==> config.mk <==
export PLATFORM = sky130hd
export DESIGN_NAME = mem_access_unit
export DESIGN_NICKNAME = d
export VERILOG_FILES = /design/src/rtl/mem_pkg.sv /design/src/rtl/mem_access_unit_load_extract.sv /design/src/rtl/mem_access_unit.sv
export SDC_FILE = /design/constraint.sdc
export NUM_CORES = 1
export LEC_CHECK = 0
export CAP_MARGIN = 25
export CORE_ASPECT_RATIO = 2
export CORE_MARGIN = 5
export CORE_UTILIZATION = 46
export DETAILED_ROUTE_END_ITERATION = 12
export PLACE_DENSITY_LB_ADDON = 0.05
export SYNTH_ARGS = -nofsm -noshare
export SYNTH_HDL_FRONTEND = slang
export SYNTH_SLANG_ARGS = --single-unit
export TNS_END_PERCENT = 5
==> constraint.sdc <==
create_clock -name clock -period 4.4 [get_ports clock]
set_input_delay 0.44 -clock clock [delete_from_list [all_inputs] [get_ports clock]]
set_output_delay 0.44 -clock clock [all_outputs]
set_load 0.005 [all_outputs]
==> src/rtl/mem_pkg.sv <==
// Shared definitions for the load/store engine: memory opcodes, FSM state
// encoding, lane widths and an opcode decoder.
package mem_pkg;

    localparam logic [5:0] OP_LB  = 6'b100000;
    localparam logic [5:0] OP_LH  = 6'b100001;
    localparam logic [5:0] OP_LW  = 6'b100011;
    localparam logic [5:0] OP_LBU = 6'b100100;
    localparam logic [5:0] OP_LHU = 6'b100101;
    localparam logic [5:0] OP_SB  = 6'b101000;
    localparam logic [5:0] OP_SH  = 6'b101001;
    localparam logic [5:0] OP_SW  = 6'b101011;

    localparam int BYTE_W = 8;
    localparam int HALF_W = 16;
    localparam int WORD_W = 32;

    typedef enum logic [2:0] {
        ST_IDLE,
        ST_ACCESS,
        ST_LOAD_WAIT,
        ST_DONE,
        ST_ERR
    } state_e;

    typedef enum logic [1:0] {
        SZ_BYTE,
        SZ_HALF,
        SZ_WORD
    } size_e;

    typedef struct packed {
        logic  valid;
        logic  is_store;
        logic  is_signed;
        size_e size;
    } op_info_t;

    // Map a MIPS opcode to access attributes; non-memory opcodes come back invalid.
    function automatic op_info_t decode_op(input logic [5:0] op);
        op_info_t info;
        info = '0;
        info.valid = 1'b1;
        case (op)
            OP_LB:  begin info.is_signed = 1'b1; info.size = SZ_BYTE; end
            OP_LH:  begin info.is_signed = 1'b1; info.size = SZ_HALF; end
            OP_LW:  info.size = SZ_WORD;
            OP_LBU: info.size = SZ_BYTE;
            OP_LHU: info.size = SZ_HALF;
            OP_SB:  begin info.is_store = 1'b1; info.size = SZ_BYTE; end
            OP_SH:  begin info.is_store = 1'b1; info.size = SZ_HALF; end
            OP_SW:  begin info.is_store = 1'b1; info.size = SZ_WORD; end
            default: info = '0;
        endcase
        return info;
    endfunction

endpackage

==> src/rtl/mem_access_unit_load_extract.sv <==
// Picks the addressed byte/half-word out of a RAM read word and extends it to 32 bits.
module load_extract
    import mem_pkg::*;
(
    input  logic [31:0] ram_rdata,
    input  logic [1:0]  off,
    input  size_e       size,
    input  logic        is_signed,
    output logic [31:0] result
);

    logic [BYTE_W-1:0] byte_v;
    logic [HALF_W-1:0] half_v;

    // Lane select (little-endian) followed by sign or zero extension.
    always_comb begin
        // NOTE: every output of a combinational block gets a value on every path, otherwise a latch is inferred.
        byte_v = ram_rdata[{off, 3'b000} +: BYTE_W];
        half_v = off[1] ? ram_rdata[WORD_W-1:HALF_W] : ram_rdata[HALF_W-1:0];
        result = ram_rdata;
        case (size)
            SZ_BYTE: result = {{(WORD_W-BYTE_W){is_signed & byte_v[BYTE_W-1]}}, byte_v};
            SZ_HALF: result = {{(WORD_W-HALF_W){is_signed & half_v[HALF_W-1]}}, half_v};
            default: result = ram_rdata;
        endcase
    end

endmodule

==> src/rtl/mem_access_unit.sv <==
// Load/store engine between execute stage and a one-cycle-latency byte-enabled data RAM.
module mem_access_unit
    import mem_pkg::*;
#(
    parameter int ADDR_WIDTH = 14
) (
    input  logic                  clock,
    input  logic                  reset,
    input  logic                  req,
    input  logic [5:0]            opcode,
    input  logic [31:0]           address,
    input  logic [31:0]           store_data,
    output logic [31:0]           mem_data,
    output logic                  busy,
    output logic                  done,
    output logic                  addr_err,
    output logic                  ram_en,
    output logic [ADDR_WIDTH-1:0] ram_addr,
    output logic [3:0]            ram_we,
    output logic [31:0]           ram_wdata,
    input  logic [31:0]           ram_rdata
);

    state_e                state_q, state_d;
    op_info_t              op_q, op_d;
    logic [1:0]            off_q, off_d;
    logic [31:0]           mem_data_q, mem_data_d;
    logic                  busy_q, busy_d;
    logic                  done_q, done_d;
    logic                  err_q, err_d;
    logic                  ram_en_q, ram_en_d;
    logic [ADDR_WIDTH-1:0] ram_addr_q, ram_addr_d;
    logic [3:0]            ram_we_q, ram_we_d;
    logic [31:0]           ram_wdata_q, ram_wdata_d;

    op_info_t    req_info;
    logic        req_bad;
    logic [31:0] load_value;

    load_extract u_load_extract (
        .ram_rdata (ram_rdata),
        .off       (off_q),
        .size      (op_q.size),
        .is_signed (op_q.is_signed),
        .result    (load_value)
    );

    // Decode the incoming request and flag misaligned or out-of-range addresses.
    always_comb begin
        req_info = decode_op(opcode);
        req_bad  = ((address >> (ADDR_WIDTH + 2)) != 32'd0);
        case (req_info.size)
            SZ_HALF: req_bad = req_bad | address[0];
            SZ_WORD: req_bad = req_bad | (address[1:0] != 2'b00);
            default: ;
        endcase
    end

    // Next-state and next-output logic for the access sequencer.
    always_comb begin
        state_d     = state_q;
        op_d        = op_q;
        off_d       = off_q;
        mem_data_d  = mem_data_q;
        done_d      = 1'b0;
        err_d       = 1'b0;
        ram_en_d    = 1'b0;
        ram_addr_d  = ram_addr_q;
        ram_we_d    = 4'b0000;
        ram_wdata_d = ram_wdata_q;
        case (state_q)
            ST_IDLE: begin
                if (req && req_info.valid) begin
                    op_d  = req_info;
                    off_d = address[1:0];
                    if (req_bad) begin
                        state_d = ST_ERR;
                        done_d  = 1'b1;
                        err_d   = 1'b1;
                    end else begin
                        state_d    = ST_ACCESS;
                        ram_en_d   = 1'b1;
                        ram_addr_d = address[ADDR_WIDTH+1:2];
                        if (req_info.is_store) begin
                            case (req_info.size)
                                SZ_BYTE: begin
                                    ram_we_d    = 4'b0001 << address[1:0];
                                    ram_wdata_d = {4{store_data[BYTE_W-1:0]}};
                                end
                                SZ_HALF: begin
                                    ram_we_d    = address[1] ? 4'b1100 : 4'b0011;
                                    ram_wdata_d = {2{store_data[HALF_W-1:0]}};
                                end
                                default: begin
                                    ram_we_d    = 4'b1111;
                                    ram_wdata_d = store_data;
                                end
                            endcase
                        end
                    end
                end
            end
            ST_ACCESS: begin
                if (op_q.is_store) begin
                    state_d = ST_DONE;
                    done_d  = 1'b1;
                end else begin
                    state_d = ST_LOAD_WAIT;
                end
            end
            ST_LOAD_WAIT: begin
                mem_data_d = load_value;
                state_d    = ST_DONE;
                done_d     = 1'b1;
            end
            ST_DONE: state_d = ST_IDLE;
            ST_ERR:  state_d = ST_IDLE;
            default: state_d = ST_IDLE;
        endcase
        busy_d = (state_d != ST_IDLE);
    end

    // State and registered outputs with synchronous active-low reset.
    always_ff @(posedge clock) begin
        // NOTE: sequential state uses non-blocking assignments so all flops update from pre-edge values.
        if (!reset) begin
            state_q     <= ST_IDLE;
            op_q        <= '0;
            off_q       <= 2'b00;
            mem_data_q  <= 32'd0;
            busy_q      <= 1'b0;
            done_q      <= 1'b0;
            err_q       <= 1'b0;
            ram_en_q    <= 1'b0;
            ram_addr_q  <= '0;
            ram_we_q    <= 4'b0000;
            ram_wdata_q <= 32'd0;
        end else begin
            state_q     <= state_d;
            op_q        <= op_d;
            off_q       <= off_d;
            mem_data_q  <= mem_data_d;
            busy_q      <= busy_d;
            done_q      <= done_d;
            err_q       <= err_d;
            ram_en_q    <= ram_en_d;
            ram_addr_q  <= ram_addr_d;
            ram_we_q    <= ram_we_d;
            ram_wdata_q <= ram_wdata_d;
        end
    end

    assign mem_data  = mem_data_q;
    assign busy      = busy_q;
    assign done      = done_q;
    assign addr_err  = err_q;
    assign ram_addr  = ram_addr_q;
    assign ram_wdata = ram_wdata_q;
    // The RAM samples its strobes on the same edge that applies reset, so an
    // access already in flight is squashed here to keep reset from writing.
    assign ram_en    = ram_en_q & reset;
    assign ram_we    = ram_we_q & {4{reset}};

endmodule

==> results of run 1 <==
## cells in the final DEF, fill, tap and decap left out, types with 2 or more instances in the layout
cell type	instances
buf_4	9
nor2b_1	4
mux2i_1	25
inv_1	15
dfxtp_1	95
nor2_1	13
a22oi_1	16
a21oi_1	47
nor3_1	11
ha_1	4
o21ai_0	39
and4_1	2
nor3b_1	2
mux2_2	7
a221oi_1	14
a211oi_1	8
clkinvlp_4	2
clkdlybuf4s50_1	189
clkinv_4	3
and2_1	5
nand3_1	5
or2_2	2
a31o_2	7
nand2_1	97
clkbuf_16	9
nor4_2	4
o21a_1	4
a31oi_1	26
nand2b_1	7
a311oi_1	17
## final cells by class
| class | instances | area [um^2] | area share (%) |
|---|---|---|---|
| clock buffer | 10 | 229 | 3.37 |
| tap | 132 | 165 | 2.43 |
| timing repair buffer | 200 | 1990 | 29.3 |
| inverter | 15 | 56.3 | 0.828 |
| sequential | 95 | 1900 | 28.0 |
| clock inverter | 6 | 71.3 | 1.05 |
| multi-input combinational | 383 | 2380 | 35.1 |
## routing by layer
layer / up-vias / routed length [um] / track usage [%]
met3: 57 / 1130 / 6.23
li1: 2304 / - / -
met4: 0 / 988 / 16.1
met5: - / 0 / 0
met1: 2229 / 5390 / 24.3
met2: 218 / 8130 / 46.3
## where the power goes
group	internal, uW	switching, uW	total, uW
sequential	861	3.42	864
combinational	113	88.0	201
clock	444	331	775
total	1420	422	1840
## registers in the layout (all words and copies together) (netlist names)
| register | count |
|---|---|
| ram_wdata | 32 |
| off_q | 2 |
| addr_err | 1 |
| ram_en_q | 1 |
| mem_data | 32 |
| done | 1 |
| op_q | 4 |
| ram_addr | 14 |
| state_q | 3 |
| busy | 1 |
| ram_we_q | 4 |
## logic make-up after synthesis
kind of cell	count (synthesis)	synth area share [%]
buffers and inverters	63	5.66
multiplexers	32	7.26
flip-flops	95	42.0
adder cells (fa/ha/maj)	4	1.10
XOR/XNOR	1	0.193
AO/OA/AOI/OAI	185	26.2
AND/OR/NAND/NOR	161	17.6
## worst min-delay path: stages (launching register included)
cell and delay [ns]:
dfxtp_1 0.31, nand2_1 0.05, mux2i_1 0.05
## synth_stat cells (2+ instances only)
cell / instances
a211oi_1: 8
and2_1: 5
and4_1: 2
clkbuf_1: 37
or2_2: 2
nor3b_1: 3
a21oi_1: 47
mux2i_1: 25
nor4_2: 4
a31o_2: 7
nand3_1: 5
a311oi_1: 17
nor2b_1: 4
dfxtp_1: 95
nand2_1: 97
mux2_2: 7
nor3_1: 11
buf_2: 7
o21ai_0: 39
a221oi_1: 14
a31oi_1: 26
ha_1: 4
o21a_1: 4
a22oi_1: 16
buf_1: 2
nand2b_1: 7
nor2_1: 13
inv_1: 15
## worst max-delay path by stage
stage | start | to | slack [ns] | depth (start not counted)
finish | opcode[3] | ram_wdata[16] | 1.62 | 9
global route | opcode[3] | ram_wdata[16] | 1.36 | 9
CTS | opcode[3] | ram_wdata[27] | 1.65 | 9
detailed placement | opcode[3] | ram_wdata[22] | 1.29 | 9
global placement | opcode[0] | ram_wdata[20] | 1.42 | 10
floorplan | opcode[4] | ram_wdata[16] | 1.71 | 10
## through the flow
step           std cells  hold slack, ns  setup WS (ns)  total power, uW  cell area (um^2)
2_1_floorplan        541           0.449           1.71              952              4530
3_3_place_gp         823           0.442           1.42             1080              6460
3_5_place_dp         824           0.453           1.29             1080              6490
4_1_cts              840           0.464           1.65             1850              6790
5_1_grt              841           0.480           1.36             1910              6800
6_report             841           0.461           1.62             1840              6800
==> run summary, run 1 <==
outcome - complete, no violations
syn avg cell area - 8.38 um^2
largest net degree at the start of global routing - 60
CTS root buf - clkbuf_16
CTS buffer count - 9
RSZ-0062 raised after global routing - no
Post-CTS Setup Bufs - 0
Iter 0 DRT Violations - 247
final number of setup-violating endpoints - 0
clock slew at reported path FFs - 0.07 ns
wire per inst - 18.6 um
delay-heaviest family, CP - compound AO/OA/AOI/OAI gates
Total Routing Usage GR - 25.3%
gpl congestion - 0.895
post-synth top area share - 42.0%
Initial Util - 46.7%
R2R cell count - 4
layout cells sized above 1 - 7.19%
Post-Syn Nets - 650
Core Area - 9700 um^2
Tightest Pin Transition - 0.996 ns
worst path arrival time - 3.01 ns
kind of critical path - in -> reg
CP Cell Sequence - clkdlybuf4s50_1 -> a2111oi_0 -> buf_4 -> inv_1 -> ha_1 -> a21oi_1 -> or2_2 -> a31oi_1 -> a311oi_1
Final period util - 63.2%
die area - 12100 um^2
Seq/Total Area, Yosys - 42.0%
Hold Crit Endpoint - ram_addr[8]
WP data required - 4.63 ns
Distinct cells, synth - 46
Max stage delay on crit path - 0.53 ns
worst skew pair latency - 0.34 ns
IO Port Bufs - 190
Buf/Inv on CP - 3
Clock Skew - 0.00898 ns
VDD IR-drop max - 0.000280 V
clock buffer depth - 2
Sink Count - 95
r2r endpoint - mem_data[14]
final period demand of the worst path - 2.78 ns
hold_buf cts - 0
Post-DP HPWL - 12100 um
Max-Cap Viols - 0
total congestion overflow - 0
Util after Layout - 70.1%
synthesized area - 4530 um^2
Synth Flop Type - dfxtp_1
number of synthesized flops with an enable pin - 0
crit path max fanout - 26
vias in the first global route - 4902
flops & latches, synth - 95
Area Overhead vs Synth - 50.1%
RR Startpoint - off_q[1]
synth top area cells - dfxtp_1, nand2_1, mux2i_1, a21oi_1, o21ai_0
Crit-path slowest cell - clkdlybuf4s50_1
Cell Pwr Density - 271 nW/um^2
ys async rst share - 0%
DR DRC count - 0
Horiz. Die Dim - 80.2 um
# IOs - 191
via count - 4808
post-route antenna net violation count - 0
CP startpoint kind - input pin
CTS resizes - 0
final slew viol count - 0
TritonRoute pass-1 iters - 5
FF-to-FF setup slack - 1.67 ns
relative slew slack - 33.5%
Worst setup EP type - flop
Total Wirelength - 15600 um
CTS tree - built
f_max - 0.359 GHz
Die H - 150 um
filler instances - 838
Hold Startpoint - ram_addr[8]
Synth area leader - dfxtp_1
P_leak - 0.00238 uW
Syn. warnings - 0
setup tns final - 0 ns
first-pass GRT wire length - 23900 um
Vias/cell - 5.72
# rows - 51
fin nets - 813
Hold Path Cell Cnt - 2
ANT cells - 0
Mapped Cells - 541
initial antenna violation count - 0
Worst Hold Class - reg -> reg
H-tree depth - 3
final hold vios - 0
Note: power is estimated with default switching activity, not from simulation.
==> run 2: changes to the inputs <==
Settings changed: CORE_UTILIZATION 46 to 39.
Clock period 4.4 ns to 2.4 ns, I/O delays scaled along.
==> run summary, run 2 (synthesis results as in run 1) <==
first-pass GRT wire length - 25700 um (+7.6%)
outcome - complete, no violations
Final period util - 94.4%
Util after Layout - 64.1% (-6.0 points)
vias in the first global route - 5015 (+2.3%)
layout cells sized above 1 - 12.0% (+4.8 points)
Int Pwr - 2930 uW (+110%)
Worst setup EP type - flop
Post-DP HPWL - 12900 um (+7.1%)
Hold Crit Endpoint - mem_data[18]
ANT cells - 0 (unchanged)
dpl ws - -0.326 ns (-1.61 ns)
fin nets - 845 (+3.9%)
Vias/cell - 5.51 (-3.5%)
clock buffer depth - 2 (unchanged)
clock slew at reported path FFs - 0.07 ns (about the same)
VDD IR-drop max - 0.000350 V (+25%)
Hold Path Cell Cnt - 3 (+1)
WP data required - 2.64 ns (-1.99 ns)
final slew viol count - 0 (unchanged)
# rows - 55 (+7.8%)
Clock Skew - 0.00646 ns (-0.00253 ns)
CTS tree - built
H-tree depth - 3 (unchanged)
Seq pwr share - 42.6% (-4.4 points)
P_leak - 0.00264 uW (+11%)
Total Wirelength - 16800 um (+7.7%)
DR DRC count - 0 (unchanged)
Worst Hold Class - in -> reg
kind of critical path - in -> reg
most frequent cells in the layout - clkdlybuf4s50_1, nand2_1, dfxtp_1
Hold Startpoint - reset
Area Overhead vs Synth - 60.5%
initial antenna violation count - 0 (unchanged)
FF-to-FF setup slack - 0.46 ns (-1.21 ns)
total congestion overflow - 0 (unchanged)
CTS root buf - clkbuf_16
final period demand of the worst path - 2.27 ns
worst path arrival time - 2.50 ns (-0.51 ns)
final worst slack - 0.134 ns (-1.48 ns)
Initial Util - 39.9% (-6.8 points)
Max-Cap Viols - 0 (unchanged)
Cells after DPL - 864 (+4.9%)
Horiz. Die Dim - 86.2 um (+7.5%)
Cell Pwr Density - 510 nW/um^2 (+89%)
Sink Count - 95 (unchanged)
commonest non-fill, non-tap cell in the layout - clkdlybuf4s50_1
Total Power - 3710 uW (+100%)
largest net degree at the start of global routing - 39 (-35%)
TritonRoute pass-1 iters - 4 (-1)
Switch Pwr - 784 uW (+86%)
via count - 4864 (+1.2%)
f_max - 0.441 GHz
wire per inst - 19.1 um (+2.7%)
Die H - 162 um (+8.0%)
# IOs - 191 (unchanged)
Iter 0 DRT Violations - 163 (-34%)
Core Area - 11400 um^2 (+17%)
Clock power frac - 46.4% (+4.3 points)
Tightest Pin Transition - 0.563 ns (-0.433 ns)
RR Startpoint - off_q[1]
final hold vios - 0 (unchanged)
die area - 14000 um^2 (+16%)
final number of setup-violating endpoints - 0 (unchanged)
worst skew pair latency - 0.34 ns (about the same)
IO Port Bufs - 190 (unchanged)
CTS buffer count - 9 (unchanged)
CP startpoint kind - input pin
logic gate share of total power - 10.9% (about the same)
Total Routing Usage GR - 23.3% (-2.0 points)
gpl congestion - 0.939 (+4.9%)
crit path max fanout - 8 (-69%)
post-route antenna net violation count - 0 (unchanged)
switching share of power - 21.1% (-1.8 points)
R2R cell count - 5 (+1)
relative slew slack - 62.2% (+29 points)
r2r endpoint - mem_data[9]
final std cells w/o fill - 882 (+4.9%)
[run 2: final cells by class]
cell class	count	area (um^2)
flip-flops and latches	95	1900
well taps	142	178
multi-input cells	383	2440
fillers	1024	4080
inverters	15	56.3
clock inverters	6	134
repair buffers	232	2340
clock buffers	9	225
[run 2: how the worst max path moves through the flow]
| stage | endpoint | cells past startpoint | slack (ns) | from |
|---|---|---|---|---|
| 2_1_floorplan | ram_wdata[29] | 10 | 0.02 | opcode[4] |
| 3_3_place_gp | ram_wdata[4] | 12 | -0.28 | opcode[0] |
| 3_5_place_dp | ram_wdata[31] | 10 | -0.33 | opcode[2] |
| 4_1_cts | ram_wdata[7] | 12 | 0.01 | opcode[0] |
| 5_1_grt | ram_wdata[7] | 12 | -0.0004 | opcode[2] |
| 6_report | ram_wdata[29] | 11 | 0.13 | opcode[2] |
[run 2: timing repair]
| item | 4_1_cts | 5_1_grt |
|---|---|---|
| setup buffers | 0 | 1 |
| resized for setup | 0 | 11 |
| hold endpoints to repair | 0 | 0 |
| endpoints found under the setup margin | 0 | 54 |
| hold buffers | 0 | 0 |
[run 2: power groups by stage]
stage / clock [uW] / sequential (uW) / combinational (uW)
after floorplan: 0 / 1620 / 129
after global placement: 0 / 1620 / 393
after detailed placement: 0 / 1620 / 395
after CTS: 1750 / 1580 / 398
after global routing: 1820 / 1580 / 434
final: 1720 / 1580 / 405
[run 2: stage by stage]
stage | area [um^2] | hold slack (ns) | setup TNS [ns]
after CTS | 7150 | 0.385 | 0
after detailed placement | 6790 | 0.450 | -13.86
after floorplan | 4530 | 0.381 | 0
after global placement | 6790 | 0.442 | -12.62
final | 7270 | 0.397 | 0
after global routing | 7270 | 0.421 | -0.000406
[run 2: worst max-delay path: stages]
cell	delay (ns)
clkdlybuf4s50_1	0.47
buf_4	0.19
nor3b_4	0.21
nand3_1	0.16
ha_1	0.35
nor2_4	0.15
buf_4	0.14
nor3_4	0.04
buf_12	0.14
clkbuf_16	0.16
a311oi_1	0.24
[run 2: metal layers]
| metal | share of wire, % | GRT usage (%) | wire [um] |
|---|---|---|---|
| met1 | 34 | 22.9 | 5720 |
| met2 | 54 | 43.4 | 9100 |
| met3 | 6.6 | 4.71 | 1110 |
| met4 | 5.5 | 13.8 | 925 |
| met5 | 0 | 0 | 0 |
==> run 3: changes to the inputs <==
Settings changed: CORE_MARGIN 5 to 1.5, CORE_UTILIZATION 39 to 43.
Clock period 2.4 ns to 2.6 ns, I/O delays scaled along.
==> run summary, run 3 (synthesis results as in run 1) <==
outcome - complete, no violations
initial antenna violation count - 0 (unchanged)
relative slew slack - 58.0% (-4.2 points)
clock slew at reported path FFs - 0.07 ns (about the same)
hold_buf cts - 0 (unchanged)
Tightest Pin Transition - 0.626 ns (+0.0629 ns)
Clock Skew - 0.00585 ns (-0.000609 ns)
CTS tree - built
post-route antenna net violation count - 0 (unchanged)
WP data required - 2.87 ns (+0.23 ns)
Horiz. Die Dim - 75.6 um (-12%)
final hold vios - 0 (unchanged)
layout cells sized above 1 - 9.99% (-2.0 points)
Worst Hold Class - in -> reg
fin nets - 835 (-1.2%)
FF-to-FF setup slack - 0.55 ns (+0.09 ns)
final slew viol count - 0 (unchanged)
Final period util - 93.2%
final worst slack - 0.177 ns (+0.0426 ns)
logic gate share of total power - 11.1% (+0.2 points)
kind of critical path - in -> reg
dpl ws - -0.153 ns (+0.172 ns)
via count - 4897 (+0.68%)
TritonRoute pass-1 iters - 5 (+1)
Cell Pwr Density - 461 nW/um^2 (-9.6%)
DR DRC count - 0 (unchanged)
final period demand of the worst path - 2.42 ns
Max stage delay on crit path - 0.50 ns (+0.03 ns)
f_max - 0.413 GHz
commonest non-fill, non-tap cell in the layout - clkdlybuf4s50_1
r2r endpoint - mem_data[0]
final number of setup-violating endpoints - 0 (unchanged)
Iter 0 DRT Violations - 284 (+74%)
filler instances - 877 (-14%)
RR Startpoint - op_q[0]
most frequent cells in the layout - clkdlybuf4s50_1, nand2_1, dfxtp_1
R2R cell count - 4 (-1)
Hold Startpoint - reset
worst skew pair latency - 0.34 ns (about the same)
worst path arrival time - 2.69 ns (+0.19 ns)
CP startpoint kind - input pin
Post-DP HPWL - 11800 um (-9.0%)
Total Routing Usage GR - 29.0% (+5.7 points)
Post-CTS Setup Bufs - 0 (unchanged)
total congestion overflow - 0 (unchanged)
Switch Pwr - 731 uW (-6.7%)
Total Wirelength - 15700 um (-6.6%)
wire per inst - 18.2 um (-4.9%)
Sink Count - 95 (unchanged)
Core Area - 10200 um^2 (-10%)
H-tree depth - 3 (unchanged)
first-pass GRT wire length - 24900 um (-3.1%)
IO Port Bufs - 190 (unchanged)
Clock power frac - 43.8% (-2.6 points)
vias in the first global route - 4972 (-0.86%)
clock buffer depth - 2 (unchanged)
gpl congestion - 0.881 (-6.2%)
Seq pwr share - 45.1% (+2.5 points)
# rows - 52 (-5.5%)
die area - 11200 um^2 (-20%)
Hold Crit Endpoint - mem_data[25]
Max-Cap Viols - 0 (unchanged)
CTS root buf - clkbuf_16
Worst setup EP type - flop
# IOs - 191 (unchanged)
Area Overhead vs Synth - 55.2%
Hold Path Cell Cnt - 3 (unchanged)
Vias/cell - 5.65 (+2.5%)
switching share of power - 22.6% (+1.4 points)
Initial Util - 44.4% (+4.5 points)
Crit-path slowest cell - clkdlybuf4s50_1
Die H - 148 um (-8.8%)
crit path max fanout - 32 (+24)
CTS buffer count - 9 (unchanged)
largest net degree at the start of global routing - 41 (+5.1%)
CTS resizes - 0 (unchanged)
CP Cell Sequence - clkdlybuf4s50_1 -> inv_1 -> a2111oi_0 -> buf_4 -> inv_1 -> ha_1 -> a21oi_1 -> nor2_1 -> buf_4 -> nor3_4 -> buf_12 -> mux2i_1
P_leak - 0.00251 uW (-4.6%)
RSZ-0062 raised after global routing - no
Int Pwr - 2510 uW (-14%)
VDD IR-drop max - 0.000330 V (-5.8%)
setup tns final - 0 ns (unchanged)
ANT cells - 0 (unchanged)
run 3: cell types whose count changed in the layout (fill, tap and decap cells not counted), sizes merged:
| cell | previous run | this run |
|---|---|---|
| inv | 15 | 16 |
| clkbuf | 11 | 10 |
| dlymetal6s2s | 2 | 0 |
| bufinv | 4 | 2 |
| buf | 41 | 33 |
| clkdlybuf4s50 | 187 | 189 |
| clkinvlp | 0 | 1 |
run 3: how the worst max path moves through the flow:
stage	start	end	slack, ns	depth (start not counted)
2_1_floorplan	opcode[4]	ram_wdata[29]	0.09	10
3_3_place_gp	opcode[0]	ram_wdata[6]	-0.09	12
3_5_place_dp	opcode[0]	ram_wdata[6]	-0.15	12
4_1_cts	opcode[0]	ram_wdata[6]	0.18	12
5_1_grt	opcode[4]	ram_wdata[1]	0.02	12
6_report	opcode[0]	ram_wdata[6]	0.18	12
run 3: power groups by stage:
stage	clock network, uW	logic (uW)	registers (uW)
3_3_place_gp	0	349	1490
5_1_grt	1500	386	1460
3_5_place_dp	0	354	1490
2_1_floorplan	0	119	1490
4_1_cts	1440	356	1460
6_report	1420	360	1460
run 3: area by class of cell:
type                       count  area [um^2]  share of cell area [%]
clock inverter                 6         93.8                    1.33
clock buffer                  10          229                    3.26
inverter                      15         56.3                   0.800
timing repair buffer         222         2200                    31.3
multi-input combinational    383         2380                    33.9
sequential                    95         1900                    27.0
tap                          135          169                    2.40
run 3: worst max-delay path, delay by kind of cell:
family,cells,cell delay [ns]
simple gates,2,0.30
compound gates,2,0.57
buf+inv,6,1.14
fa+ha+maj,1,0.19
mux,1,0.21
run 3: metal layers:
layer / vias up / share of wire (%) / GRT usage, %
li1: 2346 / - / -
met1: 2275 / 35 / 29.4
met2: 235 / 56 / 52.9
met3: 41 / 6.1 / 6.57
met4: 0 / 3.5 / 14.2
met5: - / 0 / 0
run 3: stage by stage:
step                util (%)  total power (uW)  instance area (um^2)  hold WS (ns)  cells
CTS                     68.9              3260                  7030         0.365    866
finish                  68.9              3240                  7030         0.379    866
global placement        65.7              1840                  6710         0.443    850
global route            68.9              3350                  7030         0.401    866
detailed placement      65.7              1850                  6710         0.448    850
floorplan                  -              1610                  4530         0.401    541
